[config.mk]
export PLATFORM = sky130hd
export DESIGN_NAME = regfile_arbiter
export DESIGN_NICKNAME = d
export VERILOG_FILES = /design/src/rtl/regfile_arbiter.sv
export SDC_FILE = /design/constraint.sdc
export NUM_CORES = 1
export LEC_CHECK = 0
export ABC_AREA = 1
export CAP_MARGIN = 30
export CELL_PAD_IN_SITES_DETAIL_PLACEMENT = 1
export CELL_PAD_IN_SITES_GLOBAL_PLACEMENT = 2
export CORE_MARGIN = 2
export CORE_UTILIZATION = 24
export DETAILED_ROUTE_END_ITERATION = 7
export PLACE_DENSITY = 0.79
export SETUP_SLACK_MARGIN = 0.2
export SLEW_MARGIN = 20
export SYNTH_ARGS = -nofsm -noshare
export SYNTH_HDL_FRONTEND = slang
export SYNTH_SLANG_ARGS = --single-unit
[constraint.sdc]
create_clock -name clk -period 1.6 [get_ports clk]
set_input_delay 0.32 -clock clk [delete_from_list [all_inputs] [get_ports clk]]
set_output_delay 0.32 -clock clk [all_outputs]
set_load 0.02 [all_outputs]
[src/rtl/regfile_arbiter.sv]
// -----------------------------------------------------------------------------
// regfile_arbiter
//
// Two-requester arbiter and access sequencer for a 16x8 register file.
// Requester A (control unit) and requester B (debug/loader port) issue
// read/write commands. Grants are round-robin. Each accepted command runs
// IDLE -> XFER -> RESP -> IDLE, which is 3 cycles from acceptance to the
// return to IDLE. A bitmap records which registers have been written, so a
// read of a register that was never written returns 0 with an error flag.
//
// Optional feature macro: REGFILE_ARB_SCRUB_EN
//   When defined, the block leaves reset through a SCRUB state. SCRUB writes
//   0 to every register, one register per cycle, and then sets the whole
//   bitmap before entering IDLE. When undefined, reset goes straight to IDLE
//   with an empty bitmap.
//
// Ports
//   clk                 system clock; all state changes on the rising edge
//   reset               synchronous, active-low reset
//   a_valid/b_valid     command valid
//   a_write/b_write     1 = write, 0 = read
//   a_addr/b_addr       register number
//   a_wdata/b_wdata     write data
//   a_ready/b_ready     command accepted this cycle (combinational, IDLE only)
//   a_resp_valid/b_...  one-cycle response pulse
//   a_resp_err/b_...    read hit an undefined register (with resp_valid)
//   resp_rdata          shared read data / echoed write data
//   rf_load, rf_dump    register file LoadReg / DumpReg
//   rf_regnum           register file RegNumber (holds outside XFER)
//   rf_wdata            register file data input
//   rf_rdata            register file dumped output
//   busy                high whenever the sequencer is not in IDLE
// -----------------------------------------------------------------------------
module regfile_arbiter #(
  parameter int DATA_W = 8,
  parameter int ADDR_W = 4
) (
  input  logic              clk,
  input  logic              reset,
  input  logic              a_valid,
  input  logic              a_write,
  input  logic [ADDR_W-1:0] a_addr,
  input  logic [DATA_W-1:0] a_wdata,
  output logic              a_ready,
  output logic              a_resp_valid,
  output logic              a_resp_err,
  input  logic              b_valid,
  input  logic              b_write,
  input  logic [ADDR_W-1:0] b_addr,
  input  logic [DATA_W-1:0] b_wdata,
  output logic              b_ready,
  output logic              b_resp_valid,
  output logic              b_resp_err,
  output logic [DATA_W-1:0] resp_rdata,
  output logic              rf_load,
  output logic              rf_dump,
  output logic [ADDR_W-1:0] rf_regnum,
  output logic [DATA_W-1:0] rf_wdata,
  input  logic [DATA_W-1:0] rf_rdata,
  output logic              busy
);

  localparam int NUM_REGS = 2**ADDR_W;
`ifdef REGFILE_ARB_SCRUB_EN
  localparam logic [ADDR_W-1:0] LAST_REG = ADDR_W'(NUM_REGS - 1);
`endif

  typedef enum logic [1:0] {IDLE, XFER, RESP, SCRUB} state_t;

  state_t              state_reg, state_next;
  logic                rr_last_b_reg;   // 1: B was granted last, so A wins a tie
  logic                owner_b_reg;     // requester that owns the command in flight
  logic                cmd_write_reg;
  logic [NUM_REGS-1:0] defined_reg;
  logic [DATA_W-1:0]   resp_rdata_reg;
  logic                resp_err_reg;
  // The command's address and data are latched straight into the register
  // file drive registers, so they are valid throughout XFER and hold after.
  // In SCRUB the address register doubles as the scrub counter.
  logic [ADDR_W-1:0]   rf_regnum_reg;
  logic [DATA_W-1:0]   rf_wdata_reg;
  logic                grant_a, grant_b;

  always_ff @(posedge clk) begin
    if (!reset) begin
`ifdef REGFILE_ARB_SCRUB_EN
      state_reg      <= SCRUB;
`else
      state_reg      <= IDLE;
`endif
      rr_last_b_reg  <= 1'b1;
      owner_b_reg    <= 1'b0;
      cmd_write_reg  <= 1'b0;
      defined_reg    <= '0;
      resp_rdata_reg <= '0;
      resp_err_reg   <= 1'b0;
      rf_regnum_reg  <= '0;
      rf_wdata_reg   <= '0;
    end else begin
      state_reg <= state_next;
      case (state_reg)
        IDLE: begin
          if (grant_a || grant_b) begin
            owner_b_reg   <= grant_b;
            rr_last_b_reg <= grant_b;
            cmd_write_reg <= grant_b ? b_write : a_write;
            rf_regnum_reg <= grant_b ? b_addr  : a_addr;
            rf_wdata_reg  <= grant_b ? b_wdata : a_wdata;
          end
        end
        XFER: begin
          if (cmd_write_reg) begin
            defined_reg[rf_regnum_reg] <= 1'b1;
            resp_rdata_reg             <= rf_wdata_reg;
            resp_err_reg               <= 1'b0;
          end else if (defined_reg[rf_regnum_reg]) begin
            resp_rdata_reg <= rf_rdata;
            resp_err_reg   <= 1'b0;
          end else begin
            // Never-written register: its contents are undriven, so report
            // a clean 0 and flag the error instead of passing them on.
            resp_rdata_reg <= '0;
            resp_err_reg   <= 1'b1;
          end
        end
`ifdef REGFILE_ARB_SCRUB_EN
        SCRUB: begin
          // Stop on the last register so rf_regnum holds it afterwards.
          if (rf_regnum_reg == LAST_REG) begin
            defined_reg <= '1;
          end else begin
            rf_regnum_reg <= rf_regnum_reg + 1'b1;
          end
        end
`endif
        default: ;
      endcase
    end
  end

  always_comb begin
    state_next   = state_reg;
    grant_a      = 1'b0;
    grant_b      = 1'b0;
    a_ready      = 1'b0;
    b_ready      = 1'b0;
    rf_load      = 1'b0;
    rf_dump      = 1'b0;
    a_resp_valid = 1'b0;
    b_resp_valid = 1'b0;
    a_resp_err   = 1'b0;
    b_resp_err   = 1'b0;
    busy         = (state_reg != IDLE);
    case (state_reg)
      IDLE: begin
        grant_a = a_valid && (!b_valid || rr_last_b_reg);
        grant_b = b_valid && (!a_valid || !rr_last_b_reg);
        a_ready = grant_a;
        b_ready = grant_b;
        if (grant_a || grant_b) state_next = XFER;
      end
      XFER: begin
        rf_load    = cmd_write_reg;
        rf_dump    = !cmd_write_reg;
        state_next = RESP;
      end
      RESP: begin
        a_resp_valid = !owner_b_reg;
        b_resp_valid = owner_b_reg;
        a_resp_err   = !owner_b_reg && resp_err_reg;
        b_resp_err   = owner_b_reg && resp_err_reg;
        state_next   = IDLE;
      end
`ifdef REGFILE_ARB_SCRUB_EN
      SCRUB: begin
        // The reset state is SCRUB; keep the outputs quiet while reset is
        // still held so the scrub only drives the register file once released.
        rf_load = reset;
        busy    = reset;
        if (rf_regnum_reg == LAST_REG) state_next = IDLE;
      end
`endif
      default: state_next = IDLE;
    endcase
  end

  assign resp_rdata = resp_rdata_reg;
  assign rf_regnum  = rf_regnum_reg;
  assign rf_wdata   = rf_wdata_reg;

endmodule

# Word-level counts from Yosys, hierarchy flattened
# Cells that the tools add are included.
[classes] n_lt_le_gt_ge=2 n_reduce_logical=18 eq_ne=3 mux=21 bitwise=1
[ops] operator="8-bit two-way mux" n=3
[ops] operator="16-bit bitwise OR" n=1
[ops] operator="1-bit two-way mux" n=13
[ops] operator="1-bit logical AND" n=5
[ops] operator="1-bit logical NOT" n=5
[ops] operator="4-bit by 5-bit < comparator with 1-bit output, second input constant" n=1
[ops] operator="1-bit binary-select mux with 4-bit select" n=1
[ops] operator="1-bit demux with 4-bit select" n=1
[ops] operator="4-bit by 1-bit greater-or-equal comparator with 1-bit output, second input constant" n=1
[ops] operator="1-bit logical OR" n=4
[ops] operator="4-bit two-way mux" n=1
[ops] operator="2-bit one-hot mux with 2 select lines" n=1
[ops] operator="2-bit AND reduction" n=2
[ops] operator="2-bit by 1-bit == test with 1-bit output, second input constant" n=1
[ops] operator="2-bit == test, second input constant" n=1
[ops] operator="2-bit logical NOT" n=1
[ops] operator="2-bit two-way mux" n=1
[ops] operator="2-bit inequality test, second input constant" n=1
[ops] operator="2-bit nonzero test" n=1
[word_totals] wordCells=54 regBits=42 output_inout_bits=29

# Logic depth before layout (Yosys ltp)
# Gate-level depths: netlist of run 1.
[logic_depth] ltp_word=6 depth_mapped=10

# Worst setup path before layout of run 1
# No wires, ideal clock.
[synth_path] kind="register -> register" start="reg rf_regnum_reg[0] (netlist: rf_regnum[0])" end="reg resp_err_reg" slack_ns=0.251 setup_time_ns=0.136 path_buffers=1 arrival_time_ns=1.213 period_less_slack_ns=1.349 path_stages_with_launch=11 cell_sequence="dfxtp_1 -> buf_6 -> nand2_1 -> o21ai_1 -> nand2_1 -> nand2_1 -> nand2_2 -> nand2_4 -> nor2_1 -> nand2_1 -> a21oi_2"
[synth_via] elab_chain_cells=4
[synth_lines] item="from (decl)" line="80" text="logic [ADDR_W-1:0] rf_regnum_reg;"
[synth_lines] item="from (signal assigned)" line="107" text="rf_regnum_reg <= grant_b ? b_addr : a_addr;"
[synth_lines] item="1-bit binary-select mux with 4-bit select" line="116" text="end else if (defined_reg[rf_regnum_reg]) begin"
[synth_lines] item="1-bit two-way mux (implied by the code)" line="116"
[synth_lines] item="1-bit two-way mux" line="116"
[synth_lines] item="1-bit two-way mux" line="112" text="if (cmd_write_reg) begin"
[synth_lines] item="to (signal assigned)" line="115" text="resp_err_reg <= 1'b0;"
[synth_lines] item="to (signal assigned)" line="118" text="resp_err_reg <= 1'b0;"
[synth_lines] item="to (signal assigned)" line="123" text="resp_err_reg <= 1'b1;"
[synth_lines] item="to (decl)" line="76" text="logic resp_err_reg;"
# No other way between the ends. The select of a mux whose other input is x is not followed.
# A chain may end at the register's enable or synchronous reset.

# Worst setup path after layout of run 1
[layout_path] start="reg state_reg[0]" end="out b_ready"
[layout_via] elab_chain_cells=2
[layout_lines] item="from (decl)" line="70" text="state_t state_reg, state_next;"
[layout_lines] item="from (signal assigned)" line="100" text="state_reg <= state_next;"
[layout_lines] item="2-bit logical NOT" line="154" text="case (state_reg)"
[layout_lines] item="1-bit two-way mux" line="154"
[layout_lines] item="to (decl)" line="51" text="output logic b_ready,"
# No other way between the ends.

==> results of run 1 <==
## layout make-up
class	instances	area, um^2	share of cell area
clock buffers	7	86.3	0.0249
clock inverters	1	5.00	0.00145
inverters	37	153	0.0441
multi-input cells	201	1250	0.360
flip-flops and latches	42	852	0.246
well taps	105	131	0.0380
repair buffers	95	986	0.285
## where the power goes
| part | leakage, nW | total [mW] | switching [mW] | internal (mW) |
|---|---|---|---|---|
| Clock | 0.0482 | 0.737 | 0.388 | 0.349 |
| Sequential | 0.345 | 1.16 | 0.0542 | 1.10 |
| Combinational | 1.07 | 0.961 | 0.510 | 0.451 |
| Total | 1.47 | 2.86 | 0.953 | 1.90 |
## tightest hold or removal path: stages, from the launching register on
cell and delay (ns):
dfxtp_1 0.30, inv_1 0.06, a21oi_1 0.06
## cell families (layout without fill, tap and decap cells)
kind of cell    Yosys count  after routing
compound gates           72             72
simple gates            129            129
buf+inv                  49            140
flops                    42             42
## routing by layer
layer / share of wire / up-vias / global-route usage
li1: - / 1114 / -
met1: 0.43 / 1056 / 0.196
met2: 0.53 / 50 / 0.293
met3: 0.041 / 7 / 0.0415
met4: 0.0060 / 0 / 0.0321
met5: 0 / - / 0
## path summary, 6_finish.rpt
kind	start	to	slack [ns]	cells after the start
max reg2reg	state_reg[0]$_SDFFE_PN0P_	rf_regnum[1]$_SDFFE_PN0P_	0.14	10
min reg2reg	defined_reg[14]$_SDFFE_PN0P_	defined_reg[14]$_SDFFE_PN0P_	0.46	2
max	state_reg[0]$_SDFFE_PN0P_	b_ready	0.09	5
min	defined_reg[14]$_SDFFE_PN0P_	defined_reg[14]$_SDFFE_PN0P_	0.46	2
## repair_timing
action | CTS | global route
pin swaps | 12 | 14
hold buffers | 0 | 0
setup buffers | 4 | 2
resized for setup | 134 | 58
setup endpoints to repair | 46 | 39
cloned | 2 | 2
hold endpoints to repair | 0 | 0
## cells in the final DEF, fill, tap and decap left out, types with 2 or more instances in the layout
cell	instances
nand3_1	2
buf_6	9
clkdlybuf4s15_1	5
buf_16	3
nor2_2	10
inv_1	28
nor2_1	28
o21ai_2	7
a21oi_2	12
a21oi_1	21
clkdlybuf4s50_1	35
nand2_4	3
a31oi_1	7
o21ai_1	16
nand2_2	10
dfxtp_1	35
dlygate4sd2_1	17
inv_2	6
nor2_4	22
clkbuf_8	6
a22o_1	8
nor3_2	3
dfxtp_2	6
nand2_1	48
buf_2	2
buf_4	19
buf_12	3
## per-stage QoR
stage	hold WS [ns]	cells
4_1_cts	0.466	484
3_5_place_dp	0.452	470
5_1_grt	0.488	488
6_report	0.462	488
2_1_floorplan	0.419	292
3_3_place_gp	0.447	470
==> reports/qor.csv, run 1 <==
metric;value;unit
status;finished, final reports clean;
clock skew;0.00907;ns
final setup violating endpoints;0;
htree depth;2;
fin crit share;0.944;
worst setup margin;0.0900;ns
TNS Setup;0;ns
post-layout minimum cycle time;1.51;ns
Synth area leaders;dfxtp_1 41%, nor2_1 10%, nand2_1 10%, inv_1 6.3%, a21oi_1 5.9%;
Slew Viols, Final;0;
die width;96.2;um
Detail Route Antenna Nets;0;
asr flop ratio synth;0;
Worst Max-Slew Pin Slew;0.389;ns
Clock Latency Late Sink;0.30;ns
biggest area consumer among synthesized cells;dfxtp_1;
Hold Fails Final Rpt;0;
Worst VDD drop;0.000328;V
XOR/XNOR share of the synthesized area;0;
Avg Vias per Cell;4.56;
main combinational cell family by area after synthesis;simple AND/OR/NAND/NOR gates;
simple-gate share of the synthesized area;0.269;
dpl ws;-0.459;ns
share of cells above drive strength 1;0.339;
Num Clock Sinks;42;
CTS Buf Count;5;
CP Capture Type;primary output;
total grt overflow;0;
Die Y;96.2;um
post-synthesis mux area share;0;
Routed Wire Length;7460;um
main flop type after synthesis;dfxtp_1;
Syn Area/Cell;6.98;um^2
Seq cells post-synth;42;
fin area;0.00346;mm^2
Power, Total;2.86;mW
HP Class;reg -> reg;
leakage;1.47;nW
RSZ-0062 raised after global routing;true;
die area;0.00925;mm^2
Synth Area in Adders;0;
Fillers;976;
Mapped Area;0.00204;mm^2
vias;2227;
warnings from Yosys;0;
root buf cell;clkbuf_8;
vias in the first global route;2393;
number of detailed-route iterations in the first pass;4;
top cell type's share of synthesized area;0.413;
Wirelength per Cell;15.3;um
Area Overhead vs Synth;69.8;%
Row Count;33;
Post-Synthesis Cells;292;
sequential share of the synthesized area;0.413;
largest net degree at the start of global routing;42;
startpoint types;flop;
Antenna diodes;0;
Slew headroom;0.740;
IO Pins;67;
Synth Area in Compound Gates;0.214;
count leader, synth;nor2_1;
kind of cell adding the most delay to the critical path;flip-flops;
count of different cell masters after synthesis;24;
critical path arrival;1.19;ns
Fmax achieved;0.662;GHz
CTS tree;yes;
Reg clk slew, reported paths;0.09;ns
Max-Cap Viols;0;
initial DRC count;27;
Global Route Usage Sum;0.163;
Syn Nets;330;
number of synthesized flops with an enable pin;0;
Max clock buf depth;2;
DP Area;0.00292;mm^2
slowest stage delay, CP;0.34;ns
Pwr Density;825;mW/mm^2
Post-route DRC;0;
crit-path cells;buf_6 -> nor2_4 -> nand3_4 -> inv_4 -> buf_6;
most used cell, CP;buf_6;
I/O Buffers;66;
top cells by count, synth;57 x nor2_1, 56 x nand2_1, 42 x dfxtp_1, 34 x inv_1, 24 x a21oi_1;
Core Region;0.00822;mm^2
Starting Density;0.248;
final core utilization;0.421;
Crit-path slowest cell;dfxtp_2;
max reg flops;16;
first-pass GRT wire length;11600;um
crit-path max FO;3;
initial antenna violation count;0;
Nets;420;
GP Congestion;0.762;
Detail Placement HPWL;4980;um
critical path class;reg -> out;
Worst Path Buf+Inv;3;
Worst EP required;1.28;ns
(Power assumes the default switching activity.)
==> run 2, diff against run 1 <==
==> constraint.sdc (replaced) <==
create_clock -name clk -period 1.5 [get_ports clk]
set_input_delay 0.3 -clock clk [delete_from_list [all_inputs] [get_ports clk]]
set_output_delay 0.3 -clock clk [all_outputs]
set_load 0.02 [all_outputs]
==> run 2 against run 1 <==
Against the previous run:
- die area stayed put
- clock power fell by 3.7%
- hold slack gained 0.011 ns
- register-to-register slack got worse by 0.10 ns
- sequential power grew 8%
- highest routed layer unchanged
- combinational power increased by 9%
- final cell count grew 0.20%
- routed wire length is 4.1% lower
- flip-flop and latch count unchanged
- largest power group unchanged
- setup slack got worse by 0.072 ns
- core utilization is 1.6 points higher
==> reports/qor.csv, run 2 (synthesis gave the netlist of run 1 again) <==
metric;value;unit;change
status;finished, final reports clean;;unchanged
Int Pwr;2.01;mW;was 1.90 mW
Reg clk slew, reported paths;0.08;ns;was 0.09 ns
HP Class;reg -> reg;;unchanged
Fillers;961;;was 976
fin crit share;0.988;;
die width;96.2;um;unchanged
most used cell, CP;nor2_4;;was buf_6
kind of cell adding the most delay to the critical path;flip-flops;;unchanged
startpoint types;flop;;unchanged
Global Route met2 Usage;0.273;;was 0.293
Core Region;0.00822;mm^2;unchanged
htree depth;2;;unchanged
GP Congestion;0.796;;was 0.762
flop-to-flop setup slack;0.04;ns;was 0.14 ns
share of cells above drive strength 1;0.409;;was 0.339
Starting Density;0.248;;unchanged
leakage;1.45;nW;was 1.47 nW
largest net degree at the start of global routing;26;;was 42
Post-route DRC;0;;unchanged
CTS Buf Count;5;;unchanged
I/O Buffers;66;;unchanged
Slew Viols, Final;0;;unchanged
initial DRC count;31;;was 27
sequential power share;0.414;;was 0.405
IO Pins;67;;unchanged
Die Y;96.2;um;unchanged
Detail Placement HPWL;4880;um;was 4980 um
Nets;422;;was 420
first-pass GRT wire length;11100;um;was 11,600 um
Max clock buf depth;2;;unchanged
Row Count;33;;unchanged
Comb pwr share;0.350;;was 0.337
CTS tree;yes;;unchanged
Max-Cap Viols;0;;unchanged
post-layout minimum cycle time;1.48;ns;
clock skew;0.00453;ns;was 0.00907 ns
Slew headroom;0.732;;was 0.740
Power, Total;3.01;mW;was 2.86 mW
initial antenna violation count;0;;unchanged
Detail Route Antenna Nets;0;;unchanged
slowest stage delay, CP;0.37;ns;was 0.34 ns
Area Overhead vs Synth;76.1;%;was 69.8%
clock group share of total power;0.236;;was 0.258
Clock Latency Late Sink;0.29;ns;was 0.30 ns
CP Capture Type;primary output;;unchanged
crit-path cells;buf_12 -> nor2_4 -> inv_2 -> nor2_4 -> buf_6;;was buf_6 -> nor2_4 -> nand3_4 -> inv_4 -> buf_6
number of detailed-route iterations in the first pass;4;;unchanged
Wirelength per Cell;14.6;um;was 15.3 um
total grt overflow;0;;unchanged
Net Sw Power;1.01;mW;was 953 uW
root buf cell;clkbuf_8;;unchanged
crit-path max FO;2;;was 3
non-filler cells, final;489;;was 488
TNS Setup;0;ns;unchanged
Crit-path slowest cell;dfxtp_4;;was dfxtp_2
Fmax achieved;0.675;GHz;
dpl cells;471;;was 470
Worst EP required;1.20;ns;was 1.28 ns
Worst VDD drop;0.000449;V;was 0.000328 V
Routed Wire Length;7150;um;was 7460 um
Global Route Usage Sum;0.156;;was 0.163
Pwr Density;840;mW/mm^2;was 825 mW/mm^2
final setup violating endpoints;0;;unchanged
critical path arrival;1.18;ns;was 1.19 ns
critical path class;reg -> out;;unchanged
die area;0.00925;mm^2;unchanged
Worst Path Buf+Inv;3;;unchanged
GRT met3 Usage;0.0337;;was 0.0415
Sw Share;0.334;;about the same
Antenna diodes;0;;unchanged
met1 usage;0.198;;was 0.196
Hold Fails Final Rpt;0;;unchanged
max reg flops;16;;unchanged
RSZ-0062 raised after global routing;true;;unchanged
commonest non-fill, non-tap cell in the layout;nand2_1;;unchanged
Avg Vias per Cell;4.52;;was 4.56
final core utilization;0.437;;was 0.421
Num Clock Sinks;42;;unchanged
vias;2210;;was 2,227
most used routing layer;met2;;unchanged
most frequent cells in the layout;42 x nand2_1, 35 x clkdlybuf4s50_1, 30 x dfxtp_1;;was 48 x nand2_1, 35 x dfxtp_1, 35 x clkdlybuf4s50_1
Worst Max-Slew Pin Slew;0.401;ns;was 0.389 ns
vias in the first global route;2259;;was 2,393
run 2: worst paths after layout:
| check | start | to | depth (start not counted) |
|---|---|---|---|
| setup / recovery | state_reg[1]$_SDFFE_PN0P_ | rf_dump | 5 |
| setup reg to reg | state_reg[0]$_SDFFE_PN0P_ | rf_wdata[6]$_SDFFE_PN0P_ | 9 |
| hold reg to reg | defined_reg[14]$_SDFFE_PN0P_ | defined_reg[14]$_SDFFE_PN0P_ | 2 |
| hold / removal | defined_reg[14]$_SDFFE_PN0P_ | defined_reg[14]$_SDFFE_PN0P_ | 2 |
run 2: layer usage:
layer | vias up | routed length (um)
li1 | 1116 | -
met1 | 1042 | 3170
met2 | 47 | 3650
met3 | 5 | 299
met4 | 0 | 31
met5 | - | 0
run 2: final cells by class:
class / instances / area, um^2 / share of cell area
repair buffers: 97 / 1060 / 0.295
well taps: 105 / 131 / 0.0366
clock buffers: 7 / 76.3 / 0.0213
multi-input cells: 201 / 1300 / 0.362
inverters: 37 / 155 / 0.0432
flip-flops and latches: 42 / 868 / 0.242
run 2: repair_timing:
| item | 4_1_cts | 5_1_grt |
|---|---|---|
| gates resized for setup | 167 | 87 |
| pin swaps | 14 | 20 |
| gates cloned | 1 | 1 |
| setup endpoints to repair | 57 | 59 |
| hold buffers | 0 | 0 |
| buffers inserted | 6 | 3 |
run 2: worst reg2reg max path: stages, from the launching register on:
cell     delay [ns]
dfxtp_4        0.37
nor2_4         0.19
nand3_4        0.12
buf_12         0.16
nand2_8        0.07
inv_8          0.04
buf_12         0.14
nor2_2         0.10
o21ai_1        0.07
a21oi_1        0.14
run 2: power groups by stage:
stage                     Sequential, mW  Combinational [mW]  Clock [mW]
after floorplan                     1.29               0.320           0
after global placement              1.26               0.731           0
after detailed placement            1.26               0.740           0
after CTS                           1.24               0.892       0.730
after global routing                1.26                1.14       0.779
final                               1.25                1.05       0.710
run 2: metrics by stage:
step           hold slack (ns)  cell area (um^2)  worst slack [ns]
2_1_floorplan            0.399              2040             0.215
3_3_place_gp             0.448              2940            -0.475
3_5_place_dp             0.459              2940            -0.501
4_1_cts                  0.476              3280         -0.000654
5_1_grt                  0.502              3590           -0.0501
6_report                 0.473              3590            0.0175
==> run 3, diff against run 2 <==
--- a/config.mk
+++ b/config.mk
@@ -14,7 +14,7 @@
 export DETAILED_ROUTE_END_ITERATION = 7
 export PLACE_DENSITY = 0.79
 export SETUP_SLACK_MARGIN = 0.2
-export SLEW_MARGIN = 20
+export SLEW_MARGIN = 30
 export SYNTH_ARGS = -nofsm -noshare
 export SYNTH_HDL_FRONTEND = slang
 export SYNTH_SLANG_ARGS = --single-unit
==> results of run 3 <==
Same layout as run 2: the final DEF is identical, and so are final timing and power.
